<file path="src/rtl/pc_sequencer.sv">
// Program-counter sequencer: BOOT -> RUN -> HALT fetch-address FSM with prioritised redirects.
// Define PC_SEQ_EXCEPTION_EN to add the exc input, epc output and the EXC_VEC redirect.
module pc_sequencer #(
    parameter int             n         = 32,
    parameter logic [n-1:0]   RESET_VEC = 32'h0000_0000,
    parameter logic [n-1:0]   EXC_VEC   = 32'h0000_0080
) (
    input  logic         clk,
    input  logic         rst_n,
    input  logic         stall,
    input  logic         branch_taken,
    input  logic [n-1:0] branch_target,
    input  logic         jump,
    input  logic [n-1:0] jump_target,
    input  logic         halt,
    input  logic         resume,
    input  logic         imem_ready,
`ifdef PC_SEQ_EXCEPTION_EN
    input  logic         exc,
`endif
    output logic [n-1:0] pc,
    output logic         imem_req,
    output logic [1:0]   state
`ifdef PC_SEQ_EXCEPTION_EN
    ,
    output logic [n-1:0] epc
`endif
);

    typedef enum logic [1:0] {
        BOOT = 2'b00,
        RUN  = 2'b01,
        HALT = 2'b10
    } state_e;

    state_e       state_q, state_d;
    logic [n-1:0] pc_q, pc_d;
    logic         exc_req;
    logic         epc_capture;
    logic         fetch_accept;

    // Without the exception option the request is tied low so every exc term folds away.
`ifdef PC_SEQ_EXCEPTION_EN
    assign exc_req = exc;
`else
    assign exc_req = 1'b0;
`endif

    assign imem_req     = (state_q == RUN);
    assign fetch_accept = imem_req && imem_ready;

    always_comb begin
        state_d     = state_q;
        pc_d        = pc_q;
        epc_capture = 1'b0;
        case (state_q)
            BOOT: begin
                state_d = RUN;
                pc_d    = RESET_VEC;
            end
            RUN: begin
                if (exc_req) begin
                    pc_d        = EXC_VEC;
                    epc_capture = 1'b1;
                end else if (jump) begin
                    pc_d = jump_target;
                end else if (branch_taken) begin
                    pc_d = branch_target;
                end else if (!stall && fetch_accept) begin
                    pc_d = pc_q + n'(4);
                end
                if (halt) begin
                    state_d = HALT;
                end
            end
            HALT: begin
                // Only an exception can redirect a halted sequencer; it also wakes it.
                if (exc_req) begin
                    pc_d        = EXC_VEC;
                    epc_capture = 1'b1;
                    state_d     = RUN;
                end else if (!halt && resume) begin
                    state_d = RUN;
                end
            end
            default: begin
                state_d = BOOT;
                pc_d    = RESET_VEC;
            end
        endcase
    end

    always_ff @(posedge clk) begin
        if (!rst_n) begin
            state_q <= BOOT;
            pc_q    <= RESET_VEC;
        end else begin
            state_q <= state_d;
            pc_q    <= pc_d;
        end
    end

`ifdef PC_SEQ_EXCEPTION_EN
    logic [n-1:0] epc_q, epc_d;

    assign epc_d = epc_capture ? pc_q : epc_q;

    always_ff @(posedge clk) begin
        if (!rst_n) begin
            epc_q <= '0;
        end else begin
            epc_q <= epc_d;
        end
    end

    assign epc = epc_q;
`else
    logic unused_capture;
    assign unused_capture = epc_capture;
`endif

    assign pc    = pc_q;
    assign state = state_q;

endmodule

</file>
<file path="config.mk">
export PLATFORM = sky130hd
export DESIGN_NAME = pc_sequencer
export DESIGN_NICKNAME = d
export VERILOG_FILES = /design/src/rtl/pc_sequencer.sv
export SDC_FILE = /design/constraint.sdc
export NUM_CORES = 1
export LEC_CHECK = 0
export CAP_MARGIN = 20
export CORE_UTILIZATION = 39
export CTS_BUF_LIST = sky130_fd_sc_hd__clkbuf_8
export CTS_CLUSTER_SIZE = 16
export DETAILED_ROUTE_END_ITERATION = 10
export GPL_TIMING_DRIVEN = 1
export PLACE_DENSITY = 0.84
export SYNTH_ARGS = -nofsm -noshare
export SYNTH_HDL_FRONTEND = slang
export SYNTH_SLANG_ARGS = --single-unit
</file>
<file path="constraint.sdc">
create_clock -name clk -period 2.1 [get_ports clk]
set_input_delay 0.63 -clock clk [delete_from_list [all_inputs] [get_ports clk]]
set_output_delay 0.63 -clock clk [all_outputs]
set_load 0.1 [all_outputs]
</file>
---- Word-level counts from Yosys, hierarchy flattened ----
Index checks and enable logic that the tools add are counted.
word-level totals
  bits in registers ....................... 34
  output and inout bits ................... 35
  input port bits ......................... 72
  logic and storage cells ................. 24
cells by class
  $add $sub $neg .......................... 1
  muxes and demuxes ....................... 7
  equal/unequal tests ..................... 5
  bitwise gates (word level) .............. 1
  reductions and logical operators ........ 8
operators with widths
  cell                                                             count
  32-bit two-way mux                                               3
  32-bit one-hot mux with 2 select lines                           1
  32-bit by 3-bit adder with 32-bit output, second input constant  1
  2-bit one-hot mux with 3 select lines                            1
  2-bit two-way mux                                                2
  2-bit != test, second input constant                             2
  4-bit by 3-bit != test with 1-bit output, second input constant  1
  2-bit AND reduction                                              2
  1-bit logical AND                                                3
  2-bit by 1-bit == test with 1-bit output, second input constant  1
  2-bit == test, second input constant                             1
  1-bit logical NOT                                                2
  2-bit logical NOT                                                1
  1-bit inverter                                                   1

---- Logic depth before layout (Yosys ltp) ----
  depth after elaboration ................. 7
  depth in mapped cells ................... 8
  depth with buffers taken out ............ 6

---- Least setup slack after synthesis ----
Ideal clock, no wire load.
  path kind ............................... register -> register
  start point ............................. reg state_q[0], in the netlist state[0]
  end point ............................... reg pc_q[7], in the netlist pc[7]
  cell stages (with the launch flop) ...... 8
  setup slack ............................. -0.560 ns
  required time ........................... 2.029 ns
  setup time .............................. 0.071 ns
  buffers on the path ..................... 1
  clock period less this slack ............ 2.660 ns
  arrival time ............................ 2.588 ns
  cell sequence ........................... dfxtp_1 -> nand2b_1 -> inv_2 -> o21ai_1 -> clkbuf_1 -> nor3_1 -> o21ai_0 -> a21oi_1
between the ends
  word-level cells in the longest chain between the ends .. 5
  elaborated cells between the ends (all ways) .. 8
  those cells by class .................... 3 x eq/ne; 1 x mux; 1 x bitwise; 3 x reduce/logical
ends and longest elaborated chain
  element                                                    line  text
  start, declared                                            36    state_e state_q, state_d;
  start signal, assigned                                     98    state_q <= state_d;
  2-bit by 1-bit == test with 1-bit output (*)               -
  named net imem_req                                         22    output logic imem_req,
  1-bit logical AND                                          50    assign fetch_accept = imem_req && imem_ready;
  1-bit logical AND                                          69    end else if (!stall && fetch_accept) begin
  4-bit by 3-bit != test with 1-bit output (no source line)  -
  2-bit AND reduction (no source line)                       -
  end signal, assigned                                       99    pc_q <= pc_d;
  end, declared                                              37    logic [n-1:0] pc_q, pc_d;
Mark *: on every way through the listed nets, which the timed path passes. The rest lies on a longest branch.
A chain may end at the register's enable or synchronous reset.

---- Final worst setup path ----
  start point ............................. in jump
  end point ............................... reg pc_q[12], in the netlist pc[12]
between the ends
  word-level cells in the longest chain between the ends .. 2
  elaborated cells between the ends (all ways) .. 4
  those cells by class .................... 1 x eq/ne; 2 x mux; 1 x reduce/logical
ends and longest elaborated chain
  element                                                                                                 line  text
  start, declared                                                                                         13    input logic jump,
  4-bit by 3-bit != test with 1-bit output (no source line) / 32-bit two-way mux (equally long branches)  -
  2-bit AND reduction (no source line) / 32-bit one-hot mux with 2 select lines (equally long branches)   -
Parallel ways exist; a longest one is shown, timed or not.

==> impl_metrics.py <==
metrics = {
    "pwr": {
        "p_sw_share_pct": 39.55,
        "p_int_uw": 1326,
        "clockPowerShare_pct": 22.0,
        "switching_power_uw": 867.6,
        "vdd_drop_max_mv": 0.3319,
        "power_frac_comb_pct": 43.0,
        "powerDensity_mw_per_mm2": 507.1,
        "power.leakage_uw": 0.001626,
        "power_frac_seq_pct": 35.0,
    },
    "final_layout": {
        "drive_gt1_share_pct": 27.11,
        "final_util_pct": 72.63,
        "most-common-layout-cells": "clkdlybuf4s50_1 (71), buf_4 (37), buf_12 (36), nor2_1 (34), a21oi_1 (26)",
        "syn_to_final_growth_pct": 78.84,
        "n_antenna_cell": 0,
        "nNetsFinal": 533,
        "post-route-cell-area_mm2": 0.004325,
        "layout_commonest_cell": "clkdlybuf4s50_1",
    },
    "synth": {
        "synth-xor-area-share_pct": 3.621,
        "synthDistinctLibCells": 52,
        "synth_edf_count": 0,
        "seq_area_frac_synth_pct": 28.14,
        "yosys_warnings": 0,
        "ys.flop_type": "dfxtp_1",
        "synth_fa_ha_area_share_pct": 0.5173,
        "netlist_area_mm2": 0.002419,
        "synth_top_family_by_area": "compound AO/OA/AOI/OAI gates",
        "synth_compound_area_share_pct": 33.16,
        "synthMuxAreaShare_pct": 0.8277,
        "synth_nets": 399,
        "syn_area_per_cell_um2": 7.419,
        "synth-seq-cells": 34,
        "syn_inst": 326,
        "synthSimpleGateAreaFrac_pct": 28.19,
        "async_flop_share_pct": 0,
    },
    "routing": {
        "route.detailed.drc": 0,
        "wl_per_cell_um": 16.55,
        "dr_wl_met2_um": 4517,
        "vias": 3233,
        "via_per_inst": 6.032,
        "drtIter0Drc": 264,
        "wl_met1_um": 3442,
        "drt_first_pass_iters": 5,
        "drt_wl_total_um": 8869,
        "final_antenna_net_count": 0,
        "wl_met3_um": 798,
        "top_layer": "met4",
    },
    "clock_tree": {
        "clockBufferDepth": 2,
        "cts_root_buffer": "clkbuf_8",
        "path_clk_slew_ps": 70,
        "clock-sinks": 34,
        "clk_latency_ps": 300,
        "cts_tree": "yes",
        "cts-htree-levels": 2,
        "numCtsBuffers": 5,
    },
    "sta": {
        "worst_pin_slew_ps": 530.1,
        "period_needed_ps": 2052,
        "fmax_mhz": 487.4,
        "drv_slew": 0,
        "setup_viol": 0,
        "grt_setup_unrepaired": "true",
        "max-slew-margin-rel_pct": 64.39,
        "final_hold_viol_count": 0,
        "final.period_utilization_pct": 97.71,
        "final.setup_skew_ps": 12.33,
    },
    "setup_path": {
        "crit_type": "in -> reg",
        "critPathLaunchType": "input port",
        "end_kind": "register",
        "critPathMaxFanout": 13,
        "arrival_ps": 2210,
        "required_ps": 2260,
    },
    "floorplanning": {
        "die_area_mm2": 0.006521,
        "num_rows": 28,
        "core_area_mm2": 0.005956,
        "die_w_um": 80.75,
        "initial_core_util_pct": 40.61,
        "die_h_um": 80.75,
        "num_io_pins": 107,
    },
    "grt": {
        "grt_pass1_wl_um": 14170,
        "track_usage_pct": 28.33,
        "overflow": 0,
        "grt_max_degree": 20,
        "first_global_vias": 2992,
        "antenna_found_initial": 0,
    },
    "placed_design": {
        "io_buffer_count": 106,
        "post_dp_cell_area_mm2": 0.004203,
        "place_congestion": 0.8550,
        "hpwlAfterDp_um": 6887,
    },
    "worst_hold_path": {
        "hold_class": "reg -> reg",
    },
    "job": {
        "cap_violations": 0,
    },
    "outcome": {
        "status": "completed",
    },
}
[state kept, by name (all words and copies together) (netlist names)]
register and cells:
pc 32, state 2
[synthesized netlist by cell type, drive strengths merged (5+ instances only)]
library cell | count | area, um2
o221ai | 5 | 43.79
a21o | 5 | 37.54
a21oi | 26 | 130.1
a22oi | 6 | 45.04
nor3 | 10 | 50.05
xor2 | 8 | 70.07
o22ai | 24 | 150.1
nand3 | 18 | 105.1
o32ai | 8 | 70.07
dfxtp | 34 | 680.7
nor2 | 36 | 135.1
clkbuf | 15 | 77.57
o21ai | 24 | 120.1
nand4 | 12 | 96.34
inv | 11 | 41.29
nand2 | 25 | 93.84
nor4 | 6 | 67.56
[kinds of logic after synthesis]
group | count (synthesis)
adders and majority gates | 1
muxes | 2
and+or+nand+nor | 127
AOI/OAI and AO/OA | 123
DFF | 34
xor gates and xnor gates | 10
buffers and inverters | 29
[power by group through the flow]
stage	sequential, uW	combinational (uW)	clock, uW
2_1_floorplan	1030	237	0
3_3_place_gp	778	910	0
3_5_place_dp	780	927	0
4_1_cts	766	930	484
5_1_grt	776	988	516
6_report	768	944	482
[layer usage]
metal | vias to the layer above | global-route usage [%]
li1 | 1515 | -
met1 | 1509 | 34.68
met2 | 194 | 49.15
met3 | 15 | 5.730
met4 | 0 | 9.821
met5 | - | 0
[worst paths after layout]
path                            startpoint  endpoint  slack [ps]  depth (start not counted)
worst min register to register       pc[3]     pc[3]         520                          2
worst max register to register       pc[8]    pc[21]         160                          6
worst min-delay path                 pc[3]     pc[3]         520                          2
worst max-delay path                  jump    pc[12]          50                          7
[through the flow]
step                setup slack [ps]  TNS (ps)  total power (uW)  std cells  hold slack, ps
floorplan                      5.504         0              1262        326           618.1
global placement              -310.5     -4990              1688        528           494.7
detailed placement            -360.5     -5655              1708        528           510.5
CTS                            34.75         0              2181        536           521.4
global route                  -23.30    -39.05              2280        536           530.4
finish                         48.14         0              2193        536           521.4
[critical path, stage by stage]
cell	delay (ps)
clkdlybuf4s50_1	500
or2_2	360
o21ai_1	170
buf_6	180
nor2_1	80
a21oi_1	190
o32ai_2	100
[layout make-up]
cell class | instances | area, um2
clock buffers | 5 | 68.82
clock inverters | 3 | 13.76
fillers | 432 | 1630
inverters | 11 | 43.79
multi-input cells | 263 | 1640
flip-flops and latches | 34 | 744.5
well taps | 75 | 93.84
repair buffers | 145 | 1720
[what timing repair did]
action | 4_1_cts | 5_1_grt
hold endpoints to repair | 0 | 0
buffers inserted | 0 | 0
pin swaps | 0 | 1
resized for setup | 3 | 8
endpoints found under the setup margin | 3 | 9
hold buffers | 0 | 0
Note: power is estimated with default switching activity, not from simulation.
==> patch: new RTL, config.mk and constraints unchanged <==
`n`: 32 -> 16.
--- a/src/rtl/pc_sequencer.sv
+++ b/src/rtl/pc_sequencer.sv
@@ -1,7 +1,7 @@
 // Program-counter sequencer: BOOT -> RUN -> HALT fetch-address FSM with prioritised redirects.
 // Define PC_SEQ_EXCEPTION_EN to add the exc input, epc output and the EXC_VEC redirect.
 module pc_sequencer #(
-    parameter int             n         = 32,
+    parameter int             n         = 16,
     parameter logic [n-1:0]   RESET_VEC = 32'h0000_0000,
     parameter logic [n-1:0]   EXC_VEC   = 32'h0000_0080
 ) (
Interface: changed (resized branch_target, jump_target and pc); port bits go from 107 to 59. The function was not compared with the original's and may differ.
==> patch against the original RTL <==
- wire length decreased by 55%
- sequential share of layout area shrank 0.69 points
- register-to-register slack improved by 320 ps
- final area down 49%
- critical path depth shrank 1
- sequential cell count fell by 16
- synthesized area fell by 48%
- synthesized cell count down 50%
- global-route usage down 2.3 points
- power decreased by 47%
- final cell count down 48%
- worst setup slack better by 18 ps
- clock skew is 2.3 ps lower
- critical endpoint is now pc[13]
- largest cell class unchanged
- largest power group unchanged
==> patch: results (changes against the original RTL) <==
Cells and area
  • Max FFs per register: 16 (-50%)
  • N_diodes: 0 (unchanged)
  • Share of cells above drive strength 1: 0.249 (-0.0222)
  • Fill count: 242 (-44%)
  • Final nets: 276 (-48%)

Synth
  • Synth warn: 0 (unchanged)
  • Commonest cells post-synth: 18 x dfxtp_1, 18 x o21ai_0, 16 x nand2_1
  • Mapped Cells: 162 (-50%)
  • Synth area leaders: dfxtp_1 29%, o21ai_0 7.2%, nand2_1 4.8%
  • Post-synthesis sequential area ratio: 0.289 (+0.00744)
  • Syn_nets: 204 (-49%)
  • Synth cell types: 40 (-23%)
  • Ys async rst share: 0 (unchanged)

Placed design
  • Port bufs: 58 (-45%)
  • Placer Congestion: 0.926 (+8.3%)
  • DP Cell Count: 273 (-48%)
  • Final HPWL DP: 3170 um (-54%)

Detailed routing
  • Wire per inst: 14.5 um (-13%)
  • Vias: 1523 (-53%)
  • Drt initial violations: 56 (-79%)
  • Pre-antenna DRT Iters: 4 (-1)
  • Drt via density: 5.50 (-8.8%)

Setup path
  • Slowest cell delay on critical path: 460 ps (-40 ps)
  • Crit-path slowest cell: clkdlybuf4s50_1
  • Worst EP arrival: 2180 ps (-30 ps)
  • Critical Path Fanout Max: 4 (-9)
  • CP delay by family, top: compound AO/OA/AOI/OAI gates

Global route
  • Largest net degree at the start of global routing: 12 (-40%)
  • First-pass GRT wire length: 6710 um (-53%)
  • Gr usage total: 0.260 (-0.0232)
  • Antenna violations before repair: 0 (unchanged)

Clock network
  • Clock buffer depth: 2 (unchanged)
  • Clock-pin slew on the worst setup and hold paths: 60 ps
  • H-tree levels: 1 (-1)
  • Clk_lat worst skew: 260 ps (-40 ps)
  • Clock root cell: clkbuf_8
  • Cts bufs inserted: 3 (-2)

Run status
  • Status: complete, no violations

Timing
  • Rel. slew slack: 0.724 (+0.0806)
  • Clk_skew: 10.0 ps (-2.28 ps)

Power
  • Leak: 0.873 nW (-46%)
  • Maximum VDD drop: 0.395 mV (+19%)

Worst hold path
  • Hold crit path type: flop to flop
patch: per-layer routing:
| metal | track usage | wire [um] | part of all wire |
|---|---|---|---|
| met5 | 0 | 0 | 0 |
| met4 | 0.109 | 76 | 0.019 |
| met3 | 0.0571 | 309 | 0.077 |
| met2 | 0.453 | 1990 | 0.50 |
| met1 | 0.308 | 1630 | 0.41 |
patch: cells by family after synthesis:
family	Yosys count	synth area share
DFF	18	0.289
and+or+nand+nor	61	0.260
adders and majority gates	2	0.0201
muxes	4	0.0321
AOI/OAI and AO/OA	55	0.294
buffers and inverters	17	0.0702
xor gates and xnor gates	5	0.0351
patch: power by group:
group / leakage, nW / total, mW / switching (mW) / internal (mW)
Combinational: 0.695 / 0.482 / 0.263 / 0.220
Clock: 0.0288 / 0.289 / 0.122 / 0.167
Sequential: 0.149 / 0.398 / 0.0360 / 0.362
patch: worst reg2reg max path, cell delays in order, from the launching register on:
cell	delay [ps]
dfxtp_1	460
and4_1	420
and3_2	270
a21oi_1	70
o41ai_1	290
patch: layout make-up:
type | instances | area share
well taps | 44 | 0.0247
inverters | 7 | 0.0118
flip-flops and latches | 18 | 0.165
repair buffers | 77 | 0.410
clock buffers | 4 | 0.0247
multi-input cells | 127 | 0.363
patch: final timing paths:
kind                            endpoint  cells after the start   start  slack [ps]
worst min register to register    pc[14]                      2  pc[14]         540
worst max register to register    pc[11]                      4   pc[7]         480
worst min-delay path              pc[14]                      2  pc[14]         540
worst max-delay path              pc[13]                      6    jump          70
patch: through the flow:
stage / cell area, sq um / total power, mW / worst slack [ps] / hold slack [ps]
3_3_place_gp: 2160 / 0.875 / -131 / 512
5_1_grt: 2230 / 1.23 / -5.54 / 571
6_report: 2230 / 1.17 / 66.2 / 540
2_1_floorplan: 1250 / 0.658 / 32.3 / 718
3_5_place_dp: 2160 / 0.883 / -195 / 531
4_1_cts: 2220 / 1.17 / 91.7 / 542
patch: repair_timing:
| item | 4_1_cts | 5_1_grt |
|---|---|---|
| setup buffers | 0 | 0 |
| resized for setup | 0 | 2 |
| endpoints found under the setup margin | 0 | 7 |
